`config.mk`:
```
export PLATFORM = sky130hd
export DESIGN_NAME = led_band_fc_sequencer
export DESIGN_NICKNAME = d
export VERILOG_FILES = /design/src/rtl/led_band_fc_sequencer.sv
export SDC_FILE = /design/constraint.sdc
export NUM_CORES = 1
export LEC_CHECK = 0
export CAP_MARGIN = 20
export CORE_ASPECT_RATIO = 0.9
export CORE_MARGIN = 5
export CORE_UTILIZATION = 60
export CTS_BUF_LIST = sky130_fd_sc_hd__clkbuf_2 sky130_fd_sc_hd__clkbuf_4 sky130_fd_sc_hd__clkbuf_8
export DETAILED_ROUTE_END_ITERATION = 10
export PLACE_DENSITY = 0.84
export SYNTH_ARGS = -nofsm -noshare
export SYNTH_HDL_FRONTEND = slang
export SYNTH_SLANG_ARGS = --single-unit
```
`constraint.sdc`:
```
create_clock -name clk -period 3.8 [get_ports clk]
set_input_delay 0.76 -clock clk [delete_from_list [all_inputs] [get_ports clk]]
set_output_delay 0.76 -clock clk [all_outputs]
set_load 0.05 [all_outputs]
```
`src/rtl/led_band_fc_sequencer.sv`:
```
// Generates the SCLK/LAT framing for one LED-driver function-control write:
// a write-enable preamble, the 48-bit data shift, then the write-FC latch.
module led_band_fc_sequencer #(
  parameter int unsigned CLK_DIV       = 2,
  parameter int unsigned FCWRTEN_SCLKS = 15,
  parameter int unsigned DATA_SCLKS    = 48,
  parameter int unsigned WRTFC_SCLKS   = 5
) (
  input  logic       clk,
  input  logic       rst,
  input  logic       start,
  output logic       busy,
  output logic       done,
  output logic       SCLK,
  output logic       LAT,
  output logic [1:0] phase
);

  typedef enum logic [1:0] {
    IDLE    = 2'd0,
    FCWRTEN = 2'd1,
    DATA    = 2'd2,
    WRTFC   = 2'd3
  } state_t;

  localparam logic [7:0] HALF_LAST     = 8'(CLK_DIV - 1);
  localparam logic [5:0] FCWRTEN_COUNT = 6'(FCWRTEN_SCLKS);
  localparam logic [5:0] DATA_COUNT    = 6'(DATA_SCLKS);
  localparam logic [5:0] WRTFC_COUNT   = 6'(WRTFC_SCLKS);

  state_t     state_q, state_d;
  logic [7:0] half_cnt_q, half_cnt_d;
  logic [5:0] edge_cnt_q, edge_cnt_d;
  logic       sclk_q, sclk_d;
  logic       lat_q, lat_d;
  logic       done_q, done_d;
  logic [5:0] phase_sclks;
  logic       half_end;

  always_ff @(posedge clk) begin
    if (rst) begin
      state_q    <= IDLE;
      half_cnt_q <= 8'd0;
      edge_cnt_q <= 6'd0;
      sclk_q     <= 1'b0;
      lat_q      <= 1'b0;
      done_q     <= 1'b0;
    end else begin
      state_q    <= state_d;
      half_cnt_q <= half_cnt_d;
      edge_cnt_q <= edge_cnt_d;
      sclk_q     <= sclk_d;
      lat_q      <= lat_d;
      done_q     <= done_d;
    end
  end

  always_comb begin
    phase_sclks = 6'd0;
    case (state_q)
      FCWRTEN: phase_sclks = FCWRTEN_COUNT;
      DATA:    phase_sclks = DATA_COUNT;
      WRTFC:   phase_sclks = WRTFC_COUNT;
      default: phase_sclks = 6'd0;
    endcase
  end

  assign half_end = (half_cnt_q == HALF_LAST);

  always_comb begin
    state_d    = state_q;
    half_cnt_d = half_cnt_q;
    edge_cnt_d = edge_cnt_q;
    sclk_d     = sclk_q;
    lat_d      = lat_q;
    done_d     = 1'b0;

    if (state_q == IDLE) begin
      half_cnt_d = 8'd0;
      edge_cnt_d = 6'd0;
      sclk_d     = 1'b0;
      lat_d      = 1'b0;
      if (start) begin
        state_d = FCWRTEN;
        lat_d   = 1'b1;
      end
    end else if (!half_end) begin
      half_cnt_d = half_cnt_q + 8'd1;
    end else begin
      half_cnt_d = 8'd0;
      if (!sclk_q) begin
        sclk_d     = 1'b1;
        edge_cnt_d = edge_cnt_q + 6'd1;
      end else begin
        sclk_d = 1'b0;
        // Phase boundaries only fall at the end of a high half, so LAT moves with SCLK low.
        if (edge_cnt_q == phase_sclks) begin
          edge_cnt_d = 6'd0;
          case (state_q)
            FCWRTEN: begin
              state_d = DATA;
              lat_d   = 1'b0;
            end
            DATA: begin
              state_d = WRTFC;
              lat_d   = 1'b1;
            end
            default: begin
              state_d = IDLE;
              lat_d   = 1'b0;
              done_d  = 1'b1;
            end
          endcase
        end
      end
    end
  end

  assign busy  = (state_q != IDLE);
  assign done  = done_q;
  assign SCLK  = sclk_q;
  assign LAT   = lat_q;
  assign phase = state_q;

endmodule

```
Yosys cells after proc, flatten, opt, wreduce, memory -nomap -nowiden:

Index checks and enable logic that the tools add are counted.

* add/subtract/negate cells: 2
* eq/ne operators: 7
* mux-type cells: 17
* bitwise logic cells: 3
* reduce and logical (&&, ||, !) cells: 12

Operators by type and width (count)
* 6-bit one-hot mux with 3 select lines: 1
* 6-bit 2-to-1 mux: 2
* 2-bit 2-to-1 mux: 5
* 8-bit by 1-bit adder with 8-bit output (second input constant): 1
* 8-bit by 1-bit == test with 1-bit output (second input constant): 1
* 1-bit 2-to-1 mux: 8
* 2-bit nonzero test: 4
* 6-bit by 1-bit adder with 6-bit output (second input constant): 1
* 6-bit == test: 1
* 5-bit OR reduction: 1
* 2-bit == test (second input constant): 2
* 2-bit one-hot mux with 2 select lines: 1
* 4-bit AND reduction: 1
* 2-bit OR reduction: 2
* 1-bit inverter: 3
* 3-bit AND reduction: 1
* 3-bit OR reduction: 1
* 2-bit by 1-bit == test with 1-bit output (second input constant): 1
* 2-bit zero test: 1
* 2-bit by 1-bit != test with 1-bit output (second input constant): 1
* 2-bit != test (second input constant): 1
* 2-bit AND reduction: 1

* bits in registers: 19
* bits of input ports: 3
* output and inout port bits: 6
* word-level logic and storage cells: 47

Longest topological paths before layout:

* depth after elaboration: 7
* gate-level depth with buffers: 8
* mapped depth without buffers: 7

Worst setup path before layout:

Ideal clock, no wire load.

* path kind: register -> register
* start: register state_q[0] (netlist: phase[0])
* end: register state_q[0] (netlist: phase[0])
* library setup time: 0.079 ns
* arrival time: 2.368 ns
* required time: 3.721 ns
* path slack: 1.353 ns
* stages on the path, launching flop included: 8
* buffers on the path: 0
* clock period less this slack: 2.447 ns
* cell sequence: dfxtp_1 -> inv_1 -> ha_1 -> o21bai_1 -> mux2i_1 -> or4b_4 -> a21o_1 -> a211oi_2

* word-level cells in the longest chain between the ends: 6
* elaborated cells on any way between the ends: 16
* classes of those cells: eq/ne: 5; mux: 6; reduce/logical: 5

RTL lines
* from (decl): line 31 `state_t state_q, state_d;`
* from (signal assigned): line 49 `state_q <= state_d;`
* parallel branches: the longest is 6 deep, another holds 6-bit one-hot mux with 3 select lines

Parallel ways; which one is timed is not known. The select of a mux whose other input is x is not followed.
A chain may end at the register's enable or synchronous reset.

Worst setup path after layout:

* start: register state_q[1] (netlist: phase[1])
* end: output port busy

* word-level cells in the longest chain between the ends: 1

RTL lines
* 2-bit nonzero test: line 119 `assign busy = (state_q != IDLE);`
* to (decl): line 12 `output logic busy,`

No other way between the ends.

==> results.sh <==
export IMPL_grt_start_max_net_pins=11
export IMPL_postSynthRegisterBits=19
export IMPL_final_design_area_no_fill_um2=1110
export IMPL_ctsRootBufferMaster="sky130_fd_sc_hd__clkbuf_4"
export IMPL_peakVddDrop_v=0.000526
export IMPL_height_of_the_die_um=48.4
export IMPL_cts_num_sinks=19
export IMPL_yosys_area_top_type_share=0.388
export IMPL_postSynthCellCount=108
export IMPL_dr_pass1_iterations=4
export IMPL_final_layout_size_suffix_gt1_frac=0.0847
export IMPL_synthesis_nets=118
export IMPL_multi_input_comb_area_um2=578
export IMPL_worst_endpoint_required_ns=3.04
export IMPL_route_detailed_wl_per_inst_um=13.7
export IMPL_pin_count=9
export IMPL_status="complete, no violations"
export IMPL_timing_final_setup_violations=0
export IMPL_worstHoldPathType="reg -> reg"
export IMPL_initial_utilization=0.656
export IMPL_grt_pass1_wl_um=3240
export IMPL_place_port_buffers=8
export IMPL_yosys_area_top_type="sky130_fd_sc_hd__dfxtp_1"
export IMPL_yosys_warnings=0
export IMPL_overflow=0
export IMPL_synth_yosys_seq_area_share=0.388
export IMPL_path_max_fanout=6
export IMPL_syn_area_per_cell_um2=9.08
export IMPL_power_leakage_nw=0.456
export IMPL_ctsHtreeMaxLevel=1
export IMPL_post_synth_instance_area_um2=981
export IMPL_initial_antenna_violation_count=0
export IMPL_cp_start_kind="flip-flop"
export IMPL_critPathKind="reg -> out"
export IMPL_ctsLongestPathBuffers=2
export IMPL_final_layout_setup_total_negative_slack_ns=0
export IMPL_remaining_drc_errors=0
export IMPL_core_area_um2=1500
export IMPL_floorplan_die_area_um2=2540
export IMPL_dpl_cell_area_um2=1080
export IMPL_die_x_um=52.6
export IMPL_synth_area_top_cells="sky130_fd_sc_hd__dfxtp_1 (39%), sky130_fd_sc_hd__ha_1 (8.9%), sky130_fd_sc_hd__nor2_1 (5.4%)"
export IMPL_fmax_ghz=0.362
export IMPL_layout_commonest_cell="sky130_fd_sc_hd__dfxtp_1"
export IMPL_endpoint_type_of_the_worst_setup_path="output port"
export IMPL_antennaDiodeCount=0
export IMPL_cts_repair_resize_count=0
export IMPL_finalWirelength_um=1910
export IMPL_maxCapViolations=0
export IMPL_antenna_violating_nets_post_route=0
export IMPL_worst_slew_pin_slew_ns=0.510
export IMPL_final_cell_mix="sky130_fd_sc_hd__dfxtp_1 (19), sky130_fd_sc_hd__nor2_1 (14), sky130_fd_sc_hd__clkdlybuf4s50_1 (8)"
export IMPL_final_min_clock_period_ns=2.76
export IMPL_timing_max_slew_rel_slack=0.659
export IMPL_grt_pass1_vias=757
export IMPL_cts_clk_slew_worst_paths_ns=0.10
export IMPL_hpwlAfterDp_um=1450
export IMPL_critPathArrivalTime_ns=2.00
export IMPL_tritoncts="done"
export IMPL_report_final_hold_viol_count=0
export IMPL_drv_slew=0
export IMPL_setup_repair_after_global_routing_missed_its_margin="no"
export IMPL_layout_worst_path_cycle_share=0.727
export IMPL_sequential_cell_area_um2=380
export IMPL_grt_util_all_layers=0.165
export IMPL_core_rowCount=13
export IMPL_place_congestion=0.787
export IMPL_num_fill_cells=118
export IMPL_pwr_density_cell_nw_per_um2=602
export IMPL_avgViaCountPerCell=5.62
export IMPL_numCtsBuffers=3
export IMPL_dr_total_vias=787
export IMPL_fin_worst_skew_ns=0.0119
export IMPL_final_nets=129
export IMPL_clkLatencyLatePin_ns=0.31
export IMPL_area_growth_syn_to_layout_pct=13.3
export IMPL_initialDrtViolationCount=9
export IMPL_yosys_cell_types_count=31
export IMPL_cts_setup_buffers=0
export IMPL_post_cts_hold_buffer_count=0
metrics by stage:
| stage | cells | total power [W] | utilization | worst slack, ns | hold WS, ns |
|---|---|---|---|---|---|
| 4_1_cts | 140 | 0.000666 | 0.742 | 1.05 | 0.508 |
| 3_5_place_dp | 136 | 0.000559 | 0.722 | 1.38 | 0.485 |
| 5_1_grt | 140 | 0.000708 | 0.742 | 0.937 | 0.554 |
| 3_3_place_gp | 136 | 0.000548 | 0.722 | 1.44 | 0.473 |
| 6_report | 140 | 0.000669 | 0.742 | 1.04 | 0.500 |
| 2_1_floorplan | 108 | 0.000475 | - | 1.35 | 0.452 |
power by group:
part / internal, W / switching, W
clock: 0.0000481 / 0.0000627
combinational: 0.000109 / 0.000202
sequential: 0.000221 / 0.0000265
cells in the mapped netlist:
cell type / number
sky130_fd_sc_hd__and3_1: 4
sky130_fd_sc_hd__a31oi_1: 1
sky130_fd_sc_hd__nor3_1: 7
sky130_fd_sc_hd__dfxtp_1: 19
sky130_fd_sc_hd__nand3_1: 7
sky130_fd_sc_hd__clkbuf_1: 2
sky130_fd_sc_hd__or4b_4: 1
sky130_fd_sc_hd__ha_1: 7
sky130_fd_sc_hd__o22ai_1: 1
sky130_fd_sc_hd__or2_2: 2
sky130_fd_sc_hd__nor2_1: 14
sky130_fd_sc_hd__nor4b_4: 1
sky130_fd_sc_hd__nor4_1: 1
sky130_fd_sc_hd__a21o_1: 5
sky130_fd_sc_hd__o211ai_1: 1
sky130_fd_sc_hd__a21oi_1: 1
sky130_fd_sc_hd__nand2b_1: 2
sky130_fd_sc_hd__nand2_1: 6
sky130_fd_sc_hd__nand2_2: 1
sky130_fd_sc_hd__a211oi_2: 1
sky130_fd_sc_hd__inv_1: 4
sky130_fd_sc_hd__a22o_1: 2
sky130_fd_sc_hd__and2_1: 2
sky130_fd_sc_hd__a2111oi_1: 1
sky130_fd_sc_hd__xor2_1: 5
sky130_fd_sc_hd__or3_1: 1
sky130_fd_sc_hd__o21bai_1: 1
sky130_fd_sc_hd__a32o_1: 2
sky130_fd_sc_hd__mux2i_1: 3
sky130_fd_sc_hd__xnor2_1: 2
sky130_fd_sc_hd__o21ai_0: 1
logic make-up after synthesis:
group                    count (synthesis)  share of synthesized area
AO/OA/AOI/OAI                           17                      0.138
XOR/XNOR                                 7                     0.0625
adder cells (fa/ha/maj)                  7                     0.0893
buffers and inverters                    6                     0.0230
flip-flops                              19                      0.388
multiplexers                             3                     0.0306
AND/OR/NAND/NOR                         49                      0.269
state kept, by name, summed over array words and instances (netlist names):
register    cells
half_cnt_q      8
edge_cnt_q      6
phase           2
LAT             1
SCLK            1
done            1
worst paths after layout:
| kind | from | to | slack (ns) | depth (start not counted) |
|---|---|---|---|---|
| max | phase[1] | busy | 1.04 | 4 |
| max reg2reg | phase[1] | LAT | 1.52 | 7 |
| min | half_cnt_q[0] | half_cnt_q[0] | 0.50 | 1 |
| min reg2reg | half_cnt_q[0] | half_cnt_q[0] | 0.50 | 1 |
worst max-delay path, cell delays in order, from the launching register on:
cell	delay [ns]
sky130_fd_sc_hd__dfxtp_1	0.42
sky130_fd_sc_hd__inv_1	0.10
sky130_fd_sc_hd__ha_1	0.27
sky130_fd_sc_hd__inv_1	0.11
sky130_fd_sc_hd__clkdlybuf4s50_1	0.81
routing by layer:
layer,GRT usage,part of all wire
met5,0,0
met4,0.0255,0
met3,0.0642,0.031
met2,0.271,0.48
met1,0.206,0.49
area by class of cell:
| class | count | area share |
|---|---|---|
| clock buffers | 4 | 0.0270 |
| inverters | 4 | 0.0135 |
| multi-input cells | 83 | 0.520 |
| flip-flops and latches | 19 | 0.342 |
| well taps | 22 | 0.0248 |
| repair buffers | 8 | 0.0721 |
No activity file was read; power rests on OpenSTA's default activity.
==> edit (same flow settings) <==
Reset style: asynchronous (`rst`), changed in one clocked block.
--- a/src/rtl/led_band_fc_sequencer.sv
+++ b/src/rtl/led_band_fc_sequencer.sv
@@ -37,7 +37,7 @@
   logic [5:0] phase_sclks;
   logic       half_end;
 
-  always_ff @(posedge clk) begin
+  always_ff @(posedge clk or posedge rst) begin
     if (rst) begin
       state_q    <= IDLE;
       half_cnt_q <= 8'd0;
Function: differs if rst is asserted again (counterexample within 4 cycles, from zero or initial values and one cycle with rst high); with rst held inactive, the same outputs for 10 cycles.
==> edit against the unedited design <==
Maximum frequency decreased by 20%; final cell count increased by 8.6%; worst setup slack got worse by 0.68 ns; total power increased by 44%; synthesized cell count increased by 12%; largest cell class unchanged; area after synthesis increased by 15%; wire length increased by 22%; highest routed layer is now met4; via count increased by 22%; critical path depth unchanged; global-route usage increased by 1.9 points; sequential cell count unchanged; hold slack improved by 0.063 ns; clock skew decreased by 0.0057 ns; design area increased by 12%.
==> edit: results <==
[grt]
grt_start_max_net_pins = 20
grt_pass1_vias = 924
track_usage_pct = 18.4
grt_first_pass_wirelength_um = 4210

[worst_setup_path]
crit_family = "buffers and inverters"
r2r.worst_path.cells = 6
slowest_delay_ns = 0.80
cp_slowest_cell = "clkdlybuf4s50_1"
critPathArrivalTime_ns = 2.68
path_max_fanout = 19

[route]
routed.top_layer = "met4"
viasPerCell = 6.32
wl_met1_um = 1060
wl_um = 2330
drt_iter0_markers = 37
wl_met3_um = 120
route.met2.wl_um = 1130

[worst_hold_path]
hold_path_depth = 1

[clock_tree]
cts_buffer_depth = 2
clock_latency_ns = 0.30
h-tree-depth = 1
clockRootBuffer = "clkbuf_4"
cts_setup_buffers = 0

[placement]
place_hpwl_um = 1700
post_dp_cell_area_um2 = 1210
placement.io_buffers = 8
gp_congestion = 0.863

[power]
peakVddDrop_mv = 0.503
power_leakage_nw = 0.537

[synthesis]
synth_flop_cell = "dfrtp_1"
synth_nets = 131
synthTopCellsByArea = "dfrtp_1, ha_1, nor3_1, nand3_1, xor2_1"
synthTopCellsByCount = "dfrtp_1, nor3_1, nand3_1, nor2_1"
ys_seq_area_share_pct = 42.3
ys_warn_count = 0
synth_compound_area_share_pct = 14.1
yosys.area_share.adder_pct = 7.80
synth-xor-area-share_pct = 4.68
synth_mux_area_share_pct = 1.89
synth.distinct_cells = 38
async_flop_share_pct = 100

[cells_and_area]
insertedDiodeCount = 0
final_nets = 139
regMostFlops = "half_cnt_q"
drive_gt1_share_pct = 3.91
largest_reg_flops = 8

[timing]
skew_ns = 0.00622
hold_viol_final = 0
tightest_slew_ns = 0.710

[outcome]
status = "completed"
-- edit: worst paths after layout --
check / slack (ns) / to / startpoint
max: 0.36 / busy / phase[0]$_DFFE_PP0P_
min: 0.56 / half_cnt_q[0]$_DFF_PP0_ / half_cnt_q[0]$_DFF_PP0_
max reg2reg: 1.10 / edge_cnt_q[3]$_DFFE_PP0P_ / phase[0]$_DFFE_PP0P_
min reg2reg: 0.56 / half_cnt_q[0]$_DFF_PP0_ / half_cnt_q[0]$_DFF_PP0_
max in group asynchronous: 2.49 / half_cnt_q[6]$_DFF_PP0_ / rst
min in group asynchronous: 0.86 / LAT$_DFFE_PP0P_ / rst
-- edit: per-stage QoR --
| step | cells | worst slack, ns |
|---|---|---|
| finish | 152 | 0.355 |
| global route | 152 | 0.188 |
| CTS | 152 | 0.367 |
| detailed placement | 148 | 0.717 |
| global placement | 148 | 0.788 |
| floorplan | 121 | 1.40 |
-- edit: area by class of cell --
class,count,area [um^2]
sequential,19,475
clock inverter,1,5.00
inverter,8,30.0
timing repair buffer,8,80.1
fill,118,494
clock buffer,3,22.5
tap,24,30.0
multi-input combinational,89,597
-- edit: worst register-to-register path, delay by kind of cell (launching register included) --
family	cells	cell delay, ns
compound gates	3	0.92
fa+ha+maj	1	0.57
mux	1	0.52
flops	1	0.46
buf+inv	1	0.11
-- edit: power by group --
group	internal, W	leakage, nW	switching (W)
registers	0.000277	0.223	0.000103
clock network	0.0000393	0.0177	0.0000628
logic	0.000191	0.297	0.000294
-- edit: routing by layer --
layer	track usage, %	up-vias
li1	-	454
met5	0	-
met1	24.1	469
met3	5.79	5
met4	6.48	0
met2	29.1	33
